File: config.mk
export PLATFORM = sky130hd
export DESIGN_NAME = vend_dispense_ctrl
export DESIGN_NICKNAME = d
export VERILOG_FILES = /design/src/rtl/vend_pkg.sv /design/src/rtl/vend_timeout_timer.sv /design/src/rtl/vend_dispense_ctrl.sv
export SDC_FILE = /design/constraint.sdc
export NUM_CORES = 1
export LEC_CHECK = 0
export ABC_AREA = 0
export CAP_MARGIN = 0
export CORE_MARGIN = 2
export CORE_UTILIZATION = 58
export CTS_BUF_LIST = sky130_fd_sc_hd__clkbuf_8
export CTS_CLUSTER_SIZE = 24
export DETAILED_ROUTE_END_ITERATION = 12
export HOLD_SLACK_MARGIN = 0.02
export PLACE_DENSITY = 0.92
export SYNTH_ARGS = -nofsm -noshare
export SYNTH_HDL_FRONTEND = slang
export SYNTH_SLANG_ARGS = --single-unit
export TNS_END_PERCENT = 5
File: constraint.sdc
create_clock -name clk -period 2.3 [get_ports clk]
set_input_delay 0.46 -clock clk [delete_from_list [all_inputs] [get_ports clk]]
set_output_delay 0.46 -clock clk [all_outputs]
set_load 0.02 [all_outputs]
File: src/rtl/vend_pkg.sv
// Shared vending definitions: FSM state codes, hopper select codes,
// coin values in nickels, fault codes. Also used by the coin-acceptance FSM.
package vend_pkg;

  typedef logic [2:0] state_t;

  localparam state_t ST_IDLE   = 3'd0;
  localparam state_t ST_CHECK  = 3'd1;
  localparam state_t ST_VEND   = 3'd2;
  localparam state_t ST_CHANGE = 3'd3;
  localparam state_t ST_DONE   = 3'd4;
  localparam state_t ST_FAULT  = 3'd5;

  localparam logic [1:0] HOP_NICKEL  = 2'b00;
  localparam logic [1:0] HOP_DIME    = 2'b01;
  localparam logic [1:0] HOP_QUARTER = 2'b10;

  localparam logic [2:0] VAL_NICKEL  = 3'd1;
  localparam logic [2:0] VAL_DIME    = 3'd2;
  localparam logic [2:0] VAL_QUARTER = 3'd5;

  localparam logic [1:0] FAULT_NONE   = 2'b00;
  localparam logic [1:0] FAULT_MOTOR  = 2'b01;
  localparam logic [1:0] FAULT_HOPPER = 2'b10;
  localparam logic [1:0] FAULT_SHORT  = 2'b11;

  function automatic logic [2:0] coin_val(input logic [1:0] sel);
    logic [2:0] v;
    case (sel)
      HOP_NICKEL:  v = VAL_NICKEL;
      HOP_DIME:    v = VAL_DIME;
      HOP_QUARTER: v = VAL_QUARTER;
      default:     v = 3'd0;
    endcase
    return v;
  endfunction

endpackage

File: src/rtl/vend_timeout_timer.sv
// Handshake watchdog: counts while en, zeroed by clear/reset.
// Ports: clk, reset, clear, en, limit (runtime, <= LIMIT), expired (cnt >= limit).
module vend_timeout_timer #(
  parameter int LIMIT = 1000,
  parameter int W     = $clog2(LIMIT + 1)
) (
  input  logic         clk,
  input  logic         reset,
  input  logic         clear,
  input  logic         en,
  input  logic [W-1:0] limit,
  output logic         expired
);

  logic [W-1:0] cnt;

  assign expired = (cnt >= limit);

  always_ff @(posedge clk) begin
    if (reset || clear) begin
      cnt <= '0;
    end else if (en && !expired) begin
      cnt <= cnt + W'(1);
    end
  end

endmodule

File: src/rtl/vend_dispense_ctrl.sv
// Vend sequencer: checks credit, runs product motor, pays change greedily.
// Ports: start/credit/price in, ready/reject out; motor_req/motor_done;
// hop_req/hop_sel/hop_ack + empty flags; done, fault/fault_code, clr_fault.
// Build option: VEND_QUARTER_CHANGE_EN adds quarters to the change order.
module vend_dispense_ctrl
  import vend_pkg::*;
#(
  parameter int CREDIT_W = 6,
  parameter int MOTOR_TO = 1000,
  parameter int HOP_TO   = 200
) (
  input  logic                clk,
  input  logic                reset,
  input  logic                start,
  input  logic [CREDIT_W-1:0] credit,
  input  logic [CREDIT_W-1:0] price,
  output logic                ready,
  output logic                reject,
  output logic                motor_req,
  input  logic                motor_done,
  output logic                hop_req,
  output logic [1:0]          hop_sel,
  input  logic                hop_ack,
  input  logic                nik_empty,
  input  logic                dim_empty,
  input  logic                qtr_empty,
  output logic                done,
  output logic                fault,
  output logic [1:0]          fault_code,
  input  logic                clr_fault
);

  localparam int TMAX = (MOTOR_TO > HOP_TO) ? MOTOR_TO : HOP_TO;
  localparam int TW   = $clog2(TMAX + 1);

  state_t              state;
  logic [CREDIT_W-1:0] cr_q;
  logic [CREDIT_W-1:0] pr_q;
  logic [CREDIT_W-1:0] rem_q;
  logic                short_cr;
  logic                tmr_run;
  logic                expired;
  logic [TW-1:0]       tmr_lim;
  logic                use_qtr;
  logic                pick_ok;
  logic [1:0]          pick_sel;

  assign short_cr  = (cr_q < pr_q);
  assign ready     = (state == ST_IDLE);
  assign reject    = (state == ST_CHECK) && short_cr;
  assign motor_req = (state == ST_VEND);
  assign done      = (state == ST_DONE);
  assign fault     = (state == ST_FAULT);

  // One watchdog serves both waits; it restarts whenever no wait is open,
  // so each coin gets a fresh window.
  assign tmr_run = (state == ST_VEND) ||
                   ((state == ST_CHANGE) && hop_req);
  assign tmr_lim = (state == ST_VEND) ? TW'(MOTOR_TO) : TW'(HOP_TO);

  vend_timeout_timer #(
    .LIMIT (TMAX),
    .W     (TW)
  ) u_tmr (
    .clk     (clk),
    .reset   (reset),
    .clear   (!tmr_run),
    .en      (tmr_run),
    .limit   (tmr_lim),
    .expired (expired)
  );

`ifdef VEND_QUARTER_CHANGE_EN
  assign use_qtr = (rem_q >= CREDIT_W'(VAL_QUARTER)) && !qtr_empty;
`else
  logic unused_qtr;
  assign unused_qtr = qtr_empty;
  assign use_qtr    = 1'b0;
`endif

  // Greedy pick; empty flags only matter here, i.e. while hop_req is low.
  always_comb begin
    pick_ok  = 1'b1;
    pick_sel = HOP_NICKEL;
    if (use_qtr) begin
      pick_sel = HOP_QUARTER;
    end else if ((rem_q >= CREDIT_W'(VAL_DIME)) && !dim_empty) begin
      pick_sel = HOP_DIME;
    end else if ((rem_q != '0) && !nik_empty) begin
      pick_sel = HOP_NICKEL;
    end else begin
      pick_ok = 1'b0;
    end
  end

  always_ff @(posedge clk) begin
    if (reset) begin
      state      <= ST_IDLE;
      cr_q       <= '0;
      pr_q       <= '0;
      rem_q      <= '0;
      hop_req    <= 1'b0;
      hop_sel    <= HOP_NICKEL;
      fault_code <= FAULT_NONE;
    end else begin
      case (state)
        ST_IDLE: begin
          if (start) begin
            cr_q  <= credit;
            pr_q  <= price;
            state <= ST_CHECK;
          end
        end
        ST_CHECK: begin
          if (short_cr) begin
            state <= ST_IDLE;
          end else begin
            rem_q <= cr_q - pr_q;
            state <= ST_VEND;
          end
        end
        ST_VEND: begin
          if (motor_done) begin
            state <= ST_CHANGE;
          end else if (expired) begin
            fault_code <= FAULT_MOTOR;
            state      <= ST_FAULT;
          end
        end
        ST_CHANGE: begin
          if (hop_req) begin
            if (hop_ack) begin
              rem_q   <= rem_q - CREDIT_W'(coin_val(hop_sel));
              hop_req <= 1'b0;
            end else if (expired) begin
              hop_req    <= 1'b0;
              fault_code <= FAULT_HOPPER;
              state      <= ST_FAULT;
            end
          end else if (rem_q == '0) begin
            state <= ST_DONE;
          end else if (pick_ok) begin
            hop_sel <= pick_sel;
            hop_req <= 1'b1;
          end else begin
            fault_code <= FAULT_SHORT;
            state      <= ST_FAULT;
          end
        end
        ST_DONE: begin
          state <= ST_IDLE;
        end
        ST_FAULT: begin
          if (clr_fault) begin
            fault_code <= FAULT_NONE;
            state      <= ST_IDLE;
          end
        end
        default: begin
          state <= ST_IDLE;
        end
      endcase
    end
  end

endmodule
==> reports/results.tsv <==
stage	metric	value	unit
worst_setup_path	critical path class	reg -> out	
global_route	largest net degree at the start of global routing	22	
timing	WHS	0.458	ns
clock_network	Root Buffer	clkbuf_8	
timing	Pins Over Slew Limit	0	
clock_network	CTS Buf Count	5	
pwr	sequential share of power	0.260	
global_route	vias in the first global route	2172	
finish	# diodes	0	
pwr	cell leakage power	1.16	nW
finish	Layout Area Growth over Synthesis	23.8	%
finish	register area	704	µm²
finish	most frequent cells in the layout	38 x nand2_1, 32 x dfxtp_1, 26 x clkdlybuf4s50_1	
routing	overall via count from detail_route	2394	
pwr	P_int	1.83	mW
timing	worst-margin pin slew	0.524	ns
timing	final hold vios	0	
pwr	NetSw	1.26	mW
finish	fill count	271	
routing	DRC	0	
synthesis	synthesized area	2440	µm²
routing	1st-pass router iterations	5	
global_route	GRT Total Usage	0.283	
worst_hold_path	Hold Crit Depth	2	
placement	RePlAce Congestion	0.902	
pwr	switch share	0.408	
timing	unrepaired setup endpoints after global routing	true	
global_route	grt total ovfl	0	
synthesis	Synth area leader	dfxtp_1	
timing	final worst path period need	2.29	ns
job	max cap viols	0	
routing	drt wl/cell	15.8	µm
routing	Antenna Nets Post-Route	0	
finish	Final nets	372	
synthesis	post-synthesis cell type count	71	
routing	wirelength, routed	6120	µm
synthesis	Ys Warns	0	
placement	# port buffers	28	
worst_setup_path	crit path launch type	flop	
synthesis	top-area cell type share of the netlist area	0.287	
die	Core Box Area	4030	µm²
pwr	Power Density	1020	nW/µm²
synthesis	Main synth FF type	dfxtp_1	
status	outcome	complete, no violations	
synthesis	Seq/Total Area, Yosys	0.287	
worst_setup_path	CP Max Fanout	2	
timing	Fin Clk Skew	0.00746	ns
finish	share of cells above drive strength 1	0.208	
clock_network	H-tree depth	2	
die	die area	4750	µm²
die	Initial Util	0.607	
die	I/O pins	31	
die	die height	68.9	µm
synthesis	Mean Syn Cell Area	8.34	µm²
pwr	VDD IR-drop max	0.580	mV
synthesis	post-synthesis cell count	293	
worst_hold_path	Hold/Removal Path Class	reg -> reg	
timing	Fmax	0.436	GHz
global_route	first-pass GRT wire length	10100	µm
timing	period utilisation layout	0.996	
synthesis	Yosys reg bits	35	
clock_network	CTS tree	built	
synthesis	top post-synthesis cells by area	dfxtp_1 29%, ha_1 6.7%, nand2_1 5.8%	
routing	initial drt markers	242	
clock_network	# hold bufs at CTS	0	
clock_network	clk slew on worst S/H paths	0.07	ns
die	row cnt	23	
placement	HPWL after detailed placement	4060	µm
worst_setup_path	worst r2r path cells	15	
global_route	initial antenna violation count	0	
pwr	total power	3.09	mW
synthesis	Post-synth EDFFs	0	
routing	Via density	6.19	
synthesis	fraction of registers with async set or reset after synthesis	0	
clock_network	Clk Latency, worst-skew pair	0.29	ns
worst_setup_path	CP Capture Type	output pin	
clock_network	CTS Buffer Depth	2	
pwr	power share of the clock group	0.160	
timing	relative slew slack	0.651	
clock_network	clock tree sinks	35	
timing	setup violators final	0	
die	DIE WIDTH	68.9	µm
finish	most common cell after layout, fill and taps aside	nand2_1	
pwr	Comb power frac	0.580	
worst_setup_path	worst path arrival time	1.83	ns
worst_setup_path	worst path required time	1.84	ns
finish	multi-input logic area	1620	µm²
synthesis	Post-Syn Nets	329	
==> path summary, 6_finish.rpt <==
kind / start / end / slack (ns)
setup reg to reg: cr_q[0]$_SDFFE_PP0P_ / rem_q[5]$_SDFFE_PP0P_ / 0.03
setup / recovery: cr_q[0]$_SDFFE_PP0P_ / reject / 0.009
hold reg to reg: pr_q[5]$_SDFFE_PP0P_ / pr_q[5]$_SDFFE_PP0P_ / 0.46
hold / removal: pr_q[5]$_SDFFE_PP0P_ / pr_q[5]$_SDFFE_PP0P_ / 0.46
==> power by group through the flow <==
stage / sequential [mW] / combinational (mW) / clock, mW
2_1_floorplan: 0.811 / 1.12 / 0
3_3_place_gp: 0.798 / 1.49 / 0
3_5_place_dp: 0.805 / 1.53 / 0
4_1_cts: 0.798 / 1.71 / 0.503
5_1_grt: 0.819 / 1.93 / 0.527
6_report: 0.805 / 1.79 / 0.495
==> synth_stat cells (5+ instances only) <==
| cell | number |
|---|---|
| buf_6 | 5 |
| nand2_1 | 38 |
| dfxtp_1 | 35 |
| nor3_1 | 13 |
| nor2_1 | 25 |
| nand3_1 | 9 |
| xnor2_1 | 12 |
| a21oi_1 | 22 |
| buf_2 | 5 |
| inv_1 | 18 |
| ha_1 | 13 |
| o21ai_0 | 5 |
==> kinds of logic (layout without fill, tap and decap cells) <==
logic type,after synthesis,count (layout),share of synthesized area
AO/OA/AOI/OAI,70,70,0.238
XOR/XNOR,12,12,0.0430
adder cells (fa/ha/maj),15,15,0.0829
buffers and inverters,35,79,0.0747
flip-flops,35,35,0.287
multiplexers,1,1,0.00409
other,1,1,0.00153
AND/OR/NAND/NOR,124,124,0.269
==> critical path, cell delays in order (launching register included) <==
cell     delay [ns]
dfxtp_2        0.34
inv_2          0.04
ha_4           0.15
fa_2           0.36
nor2b_4        0.13
o31a_1         0.16
o21ai_1        0.06
and3_1         0.17
buf_6          0.13
==> metal layers <==
layer | vias to the layer above | global-route usage | routed length [µm]
met5 | - | 0 | 0
met2 | 113 | 0.466 | 2920
li1 | 1139 | - | -
met3 | 22 | 0.0568 | 417
met1 | 1120 | 0.361 | 2610
met4 | 0 | 0.115 | 165
==> area by class of cell <==
class,count,area share
multi-input combinational,223,0.537
sequential,35,0.233
timing repair buffer,52,0.153
clock buffer,7,0.0318
inverter,19,0.0236
tap,50,0.0207
clock inverter,1,0.00124
==> metrics by stage <==
step	setup WS, ns	cells	cell area [µm²]	TNS, ns	utilization
CTS	-0.0235	387	3010	-0.0235	0.748
global route	-0.0741	387	3030	-0.181	0.751
global placement	-0.197	371	2800	-0.197	0.694
detailed placement	-0.235	371	2800	-0.235	0.694
floorplan	0.194	293	2440	0	-
finish	0.00904	387	3030	0	0.751
==> state kept, by name (all words and copies together), names as in the netlist <==
name	cells
hop_req	1
pr_q	6
hop_sel	1
fault_code	2
cr_q	6
state	3
rem_q	6
u_tmr.cnt	10
==> timing repair <==
action,4_1_cts,5_1_grt
buffers inserted,9,0
endpoints found under the setup margin,1,8
gates resized for setup,22,3
pin swaps,11,4
hold endpoints to repair,0,0
(Power assumes the default switching activity.)
